==> src/rtl/fifod2mac.sv <==
// Purpose : moves one frame of dev_tx_len bytes (clamped to MAX_LEN) from the device
//           FIFO into the MAC UDP TX buffer at addresses 0.., then requests a UDP send.
// Latency : FIFO read to buffer write 1 cycle; SEND entered the cycle after the last write.
// Backpressure: an empty FIFO stalls reads indefinitely; WAIT holds until udp_tx_done,
//           and LAST holds fd high until fs drops.
//
// Ports:
//   clk, rst            clock; asynchronous active-high reset
//   fs / fd             frame start level in, frame done level out (high in LAST)
//   dev_tx_len          payload byte count, sampled in IDLE when fs=1
//   fifo_rxd/empty/rxen FIFO read port (non fall-through, data 1 cycle after rxen)
//   udp_txd/addr/wen    TX buffer write port
//   udp_tx_len/req/done UDP send handshake (len = payload+8, req 1-cycle pulse)
//
// Build option: define FIFOD2MAC_PAD_EN to zero-pad short payloads up to MIN_LEN bytes.
module fifod2mac #(
    parameter int ADDR_W  = 11,
    parameter int LEN_W   = 12,
    parameter int MAX_LEN = 1472,
    parameter int MIN_LEN = 18
) (
    input  logic              clk,
    input  logic              rst,
    input  logic              fs,
    output logic              fd,
    input  logic [LEN_W-1:0]  dev_tx_len,
    input  logic [7:0]        fifo_rxd,
    input  logic              fifo_empty,
    output logic              fifo_rxen,
    output logic [7:0]        udp_txd,
    output logic [ADDR_W-1:0] udp_tx_addr,
    output logic              udp_tx_wen,
    output logic [15:0]       udp_tx_len,
    output logic              udp_tx_req,
    input  logic              udp_tx_done
);

    typedef enum logic [2:0] {
        IDLE = 3'd0,
        READ = 3'd1,
        SEND = 3'd2,
        WAIT = 3'd3,
        LAST = 3'd4
    } state_t;

    localparam logic [LEN_W-1:0] MAX_L = LEN_W'(MAX_LEN);

    state_t            state;
    logic [LEN_W-1:0]  len_reg;   // clamped payload length of the current frame
    logic [LEN_W-1:0]  rd_cnt;    // FIFO reads issued
    logic [LEN_W-1:0]  wr_cnt;    // buffer writes issued (data + padding)
    logic [LEN_W-1:0]  eff_len;   // total bytes written to the buffer
    logic              pad_wr;    // current buffer write is a padding byte
    logic              pad_go;

`ifdef FIFOD2MAC_PAD_EN
    localparam logic [LEN_W-1:0] MIN_L = LEN_W'(MIN_LEN);
    assign eff_len = (len_reg < MIN_L) ? MIN_L : len_reg;
`else
    assign eff_len = len_reg;
`endif

    // The read enable has to react to fifo_empty in the same cycle; a registered
    // enable would issue one read past the last byte of a nearly-empty FIFO.
    assign fifo_rxen = (state == READ) && !fifo_empty && (rd_cnt < len_reg);

    // Padding starts once every FIFO read has been issued; it never touches the FIFO.
    // Without padding eff_len == len_reg == rd_cnt here, so this stays low.
    assign pad_go = (state == READ) && (rd_cnt == len_reg) && (wr_cnt < eff_len);

    // FIFO data arrives in the cycle the delayed write enable is high, so the write
    // data is taken straight from the FIFO output; zero whenever no data write is active.
    assign udp_txd = (udp_tx_wen && !pad_wr) ? fifo_rxd : 8'h00;

    always_ff @(posedge clk or posedge rst) begin
        if (rst) begin
            state       <= IDLE;
            len_reg     <= '0;
            rd_cnt      <= '0;
            wr_cnt      <= '0;
            pad_wr      <= 1'b0;
            fd          <= 1'b0;
            udp_tx_addr <= '0;
            udp_tx_wen  <= 1'b0;
            udp_tx_len  <= '0;
            udp_tx_req  <= 1'b0;
        end else begin
            udp_tx_wen <= 1'b0;
            udp_tx_req <= 1'b0;
            pad_wr     <= 1'b0;
            case (state)
                IDLE: begin
                    if (fs) begin
                        if (dev_tx_len != '0) begin
                            len_reg <= (dev_tx_len > MAX_L) ? MAX_L : dev_tx_len;
                            rd_cnt  <= '0;
                            wr_cnt  <= '0;
                            state   <= READ;
                        end else begin
                            fd    <= 1'b1;
                            state <= LAST;
                        end
                    end
                end
                READ: begin
                    if (fifo_rxen) begin
                        rd_cnt      <= rd_cnt + 1'b1;
                        wr_cnt      <= wr_cnt + 1'b1;
                        udp_tx_wen  <= 1'b1;
                        udp_tx_addr <= wr_cnt[ADDR_W-1:0];
                    end else if (pad_go) begin
                        wr_cnt      <= wr_cnt + 1'b1;
                        udp_tx_wen  <= 1'b1;
                        pad_wr      <= 1'b1;
                        udp_tx_addr <= wr_cnt[ADDR_W-1:0];
                    end
                    // wr_cnt reaches eff_len exactly while the final write is on the bus.
                    if (udp_tx_wen && (wr_cnt == eff_len)) begin
                        udp_tx_len <= 16'(eff_len) + 16'd8;
                        udp_tx_req <= 1'b1;
                        state      <= SEND;
                    end
                end
                SEND: begin
                    state <= WAIT;
                end
                WAIT: begin
                    if (udp_tx_done) begin
                        fd    <= 1'b1;
                        state <= LAST;
                    end
                end
                LAST: begin
                    if (!fs) begin
                        fd    <= 1'b0;
                        state <= IDLE;
                    end
                end
                default: begin
                    state <= IDLE;
                end
            endcase
        end
    end

endmodule

==> config.mk <==
export PLATFORM = sky130hd
export DESIGN_NAME = fifod2mac
export DESIGN_NICKNAME = d
export VERILOG_FILES = /design/src/rtl/fifod2mac.sv
export SDC_FILE = /design/constraint.sdc
export NUM_CORES = 1
export LEC_CHECK = 0
export CORE_ASPECT_RATIO = 2
export CORE_UTILIZATION = 48
export DETAILED_ROUTE_END_ITERATION = 10
export PLACE_DENSITY_LB_ADDON = 0.12
export SLEW_MARGIN = 20
export SYNTH_ARGS = -nofsm -noshare
export SYNTH_HDL_FRONTEND = slang
export SYNTH_SLANG_ARGS = --single-unit
==> constraint.sdc <==
create_clock -name clk -period 2.7 [get_ports clk]
set_clock_uncertainty 0.1 [all_clocks]
set_input_delay 0.405 -clock clk [delete_from_list [all_inputs] [get_ports clk]]
set_output_delay 0.405 -clock clk [all_outputs]
set_load 0.01 [all_outputs]
==> flow_summary.toml <==
[status]
status = "completed"

[power_and_ir_drop]
power_frac_comb = 0.405
swShare = 0.356
p_total_w = 0.00422
clkPwrFrac = 0.256
irDropWorstVdd_v = 0.000589
p_int_w = 0.00272
power.switching_w = 0.00150
power.leakage_nw = 2.36
powerDensity_nw_per_um2 = 819
seqPwrFrac = 0.339

[layout]
multi_input_area_sq_um = 2050
final_nets = 541
diodes = 0
post_layout_nonfiller_instances = 588
fill_cells = 638
area_growth_pct = 37.6
ff_latch_area_sq_um = 1680
drive_gt1_frac = 0.202

[timing]
post-route-period-util = 0.989
hold_violations = 0
holdWs_ns = 0.189
max_freq_mhz = 375
rsz0062_at_grt = "yes"
final.setup.tns_ns = 0
fin_crit_ns = 2.67
tightestPinTransition_ns = 0.739
finalSetupViolations = 0
slew_violations = 0
max-slew-margin-rel = 0.506

[route]
vias = 3379
ant_nets = 0
dr.first_iter.drc_count = 142
drt-total-wl_um = 10700
post_drt_wl_per_cell_um = 18.3
drtPass1Iterations = 4
drcViolationCount = 0
via_per_inst = 5.75

[die]
die_area_sq_um = 8180
start_util = 0.496
core_region_area_sq_um = 7540
die_h_um = 127
die_x_um = 64.5
rows = 45
pin_count = 64

[yosys]
synth.top_cells.by_area = "dfrtp_1 45%, ha_1 9.0%, nand2_1 4.9%"
synth.top_cell.area_share = 0.448
synth-main-ff-cell = "dfrtp_1"
asyncSetResetFlopFracSynth = 1.00
yosys.cell_types.count = 49
syn_area_sq_um = 3740
yosys_register_bits = 67
synth_edf_count = 0
synthCells = 387
synthTopCellsByCount = "67 x dfrtp_1, 49 x nand2_1, 27 x ha_1, 27 x o21ai_0, 21 x a21oi_1"
synth_warnings = 0
synth_top_area_cell = "dfrtp_1"
synth.most_common_cell = "dfrtp_1"
ys_seq_area_frac = 0.448
avgSynthCellArea_sq_um = 9.68

[clock_tree]
cts.path.max_buffers = 2
htree_levels = 3
cts_tree = "yes"
clk_latency_ns = 0.33
cts_made_buffers = 9
clkSinkCount = 67
root_buffer = "clkbuf_16"
hold_buffers = 0
clk_pin_slew_ns = 0.06

[placement]
io_buffers = 60
place_congestion = 1.01
dp_hpwl_um = 7990
dp.cells = 563

[worst_setup_path]
timing.rr.start = "eff_len[6]"
reg2reg_depth = 12
cp-start-kind = "flop"
crit_end = "udp_tx_addr[7]"
critPathMaxFanout = 5
critPathRequiredTime_ns = 2.81
rrSetupSlack_ns = 0.03
reg2reg_to = "udp_tx_addr[7]"
cp_data_arrival_time_ns = 2.78
path_class = "flop to flop"
crit_start = "eff_len[6]"
endpoint_kind = "flop"

[global_routing]
grt_pass1_vias = 3507
grt_max_degree = 32
antenna_found_initial = 0
grt_pass1_wl_um = 17200
grt_use_total = 0.283
grt_overflow = 0

[run]
maxCapViolCount = 0

[min_path]
hp-class = "input pin to asynchronous set/reset pin"
how the worst min path moves through the flow:
stage	to	slack (ns)
after floorplan	eff_len[2]	0.37
after global placement	udp_tx_len[7]	0.36
after detailed placement	udp_tx_len[12]	0.36
after CTS	eff_len[1]	0.19
after global routing	eff_len[2]	0.21
final	eff_len[1]	0.19
state kept, by name, indices dropped and copies added (netlist names):
register,cells
rd_cnt,12
pad_wr,1
wr_cnt,12
state,3
eff_len,12
udp_tx_wen,1
fd,1
udp_tx_req,1
udp_tx_addr,11
udp_tx_len,13
power by group through the flow:
stage | combinational, W | sequential (W) | clock (W)
floorplan | 0.000806 | 0.00144 | 0
global placement | 0.00145 | 0.00143 | 0
detailed placement | 0.00149 | 0.00144 | 0
CTS | 0.00162 | 0.00143 | 0.00110
global route | 0.00188 | 0.00146 | 0.00115
finish | 0.00171 | 0.00143 | 0.00108
repair_timing:
action | in CTS | in global routing
resized for setup | 19 | 21
setup buffers | 6 | 2
cloned | 1 | 1
endpoints found under the hold margin | 0 | 0
pin swaps | 5 | 7
setup endpoints to repair | 13 | 30
layout make-up:
cell class | count | share of cell area
Sequential cell | 67 | 0.326
Clock buffer | 10 | 0.0464
Tap cell | 94 | 0.0228
Inverter | 20 | 0.0146
Clock inverter | 6 | 0.00801
Timing Repair Buffer | 104 | 0.185
Multi-Input combinational cell | 287 | 0.398
cell usage in the layout (no fill, tap or decap), types with 4 or more instances in the layout:
master           netlist  final
dfrtp_1               67     66
clkdlybuf4s50_1        0     59
nand2_1               49     48
buf_4                  4     38
o21ai_0               27     26
ha_1                  27     22
nand3_1               18     17
a21oi_1               21     17
and2_1                13     13
nor2_1                11     11
inv_1                 19     11
mux2_1                11     11
inv_2                  1      9
nand4_1                9      9
clkbuf_16              0      9
o31ai_1                7      7
mux2i_1                7      7
nor3_1                 9      7
xnor2_1                7      7
a22o_1                 6      6
o21ai_1                6      5
and3_1                 5      5
ha_4                   0      5
or2_2                  4      4
nor2b_1                4      4
or3_1                  4      4
buf_6                  2      4
critical path, cell delays in order, from the launching register on:
cell	delay [ns]
dfrtp_1	0.39
inv_2	0.06
ha_1	0.30
nand2_2	0.10
o21ai_2	0.08
a2111oi_4	0.40
buf_4	0.18
nand3_2	0.09
inv_2	0.12
buf_4	0.11
or2_4	0.13
buf_2	0.16
mux2_1	0.33
metal layers:
metal  vias to the layer above  wire length (um)  global-route usage
met5                         -                 0                   0
met4                         0               591               0.191
met3                        33               342              0.0414
met2                        84              6180               0.536
met1                      1673              3630               0.268
li1                       1589                 -                   -
cell families after synthesis:
group	count (synthesis)	synth area share
fa+ha+maj	27	0.0902
mux	18	0.0518
compound gates	86	0.145
buf+inv	35	0.0434
simple gates	146	0.204
other cells	1	0.00100
xor+xnor	7	0.0164
flops	67	0.448
per-stage QoR:
step                      utilization  worst slack [ns]  instance area [sq um]
after detailed placement        0.617            -0.135                   4660
after floorplan                     -            0.0577                   3750
final                           0.683            0.0305                   5150
after CTS                       0.673           0.00284                   5080
after global routing            0.683           -0.0580                   5150
after global placement          0.617           -0.0875                   4660
(Power assumes the default switching activity.)
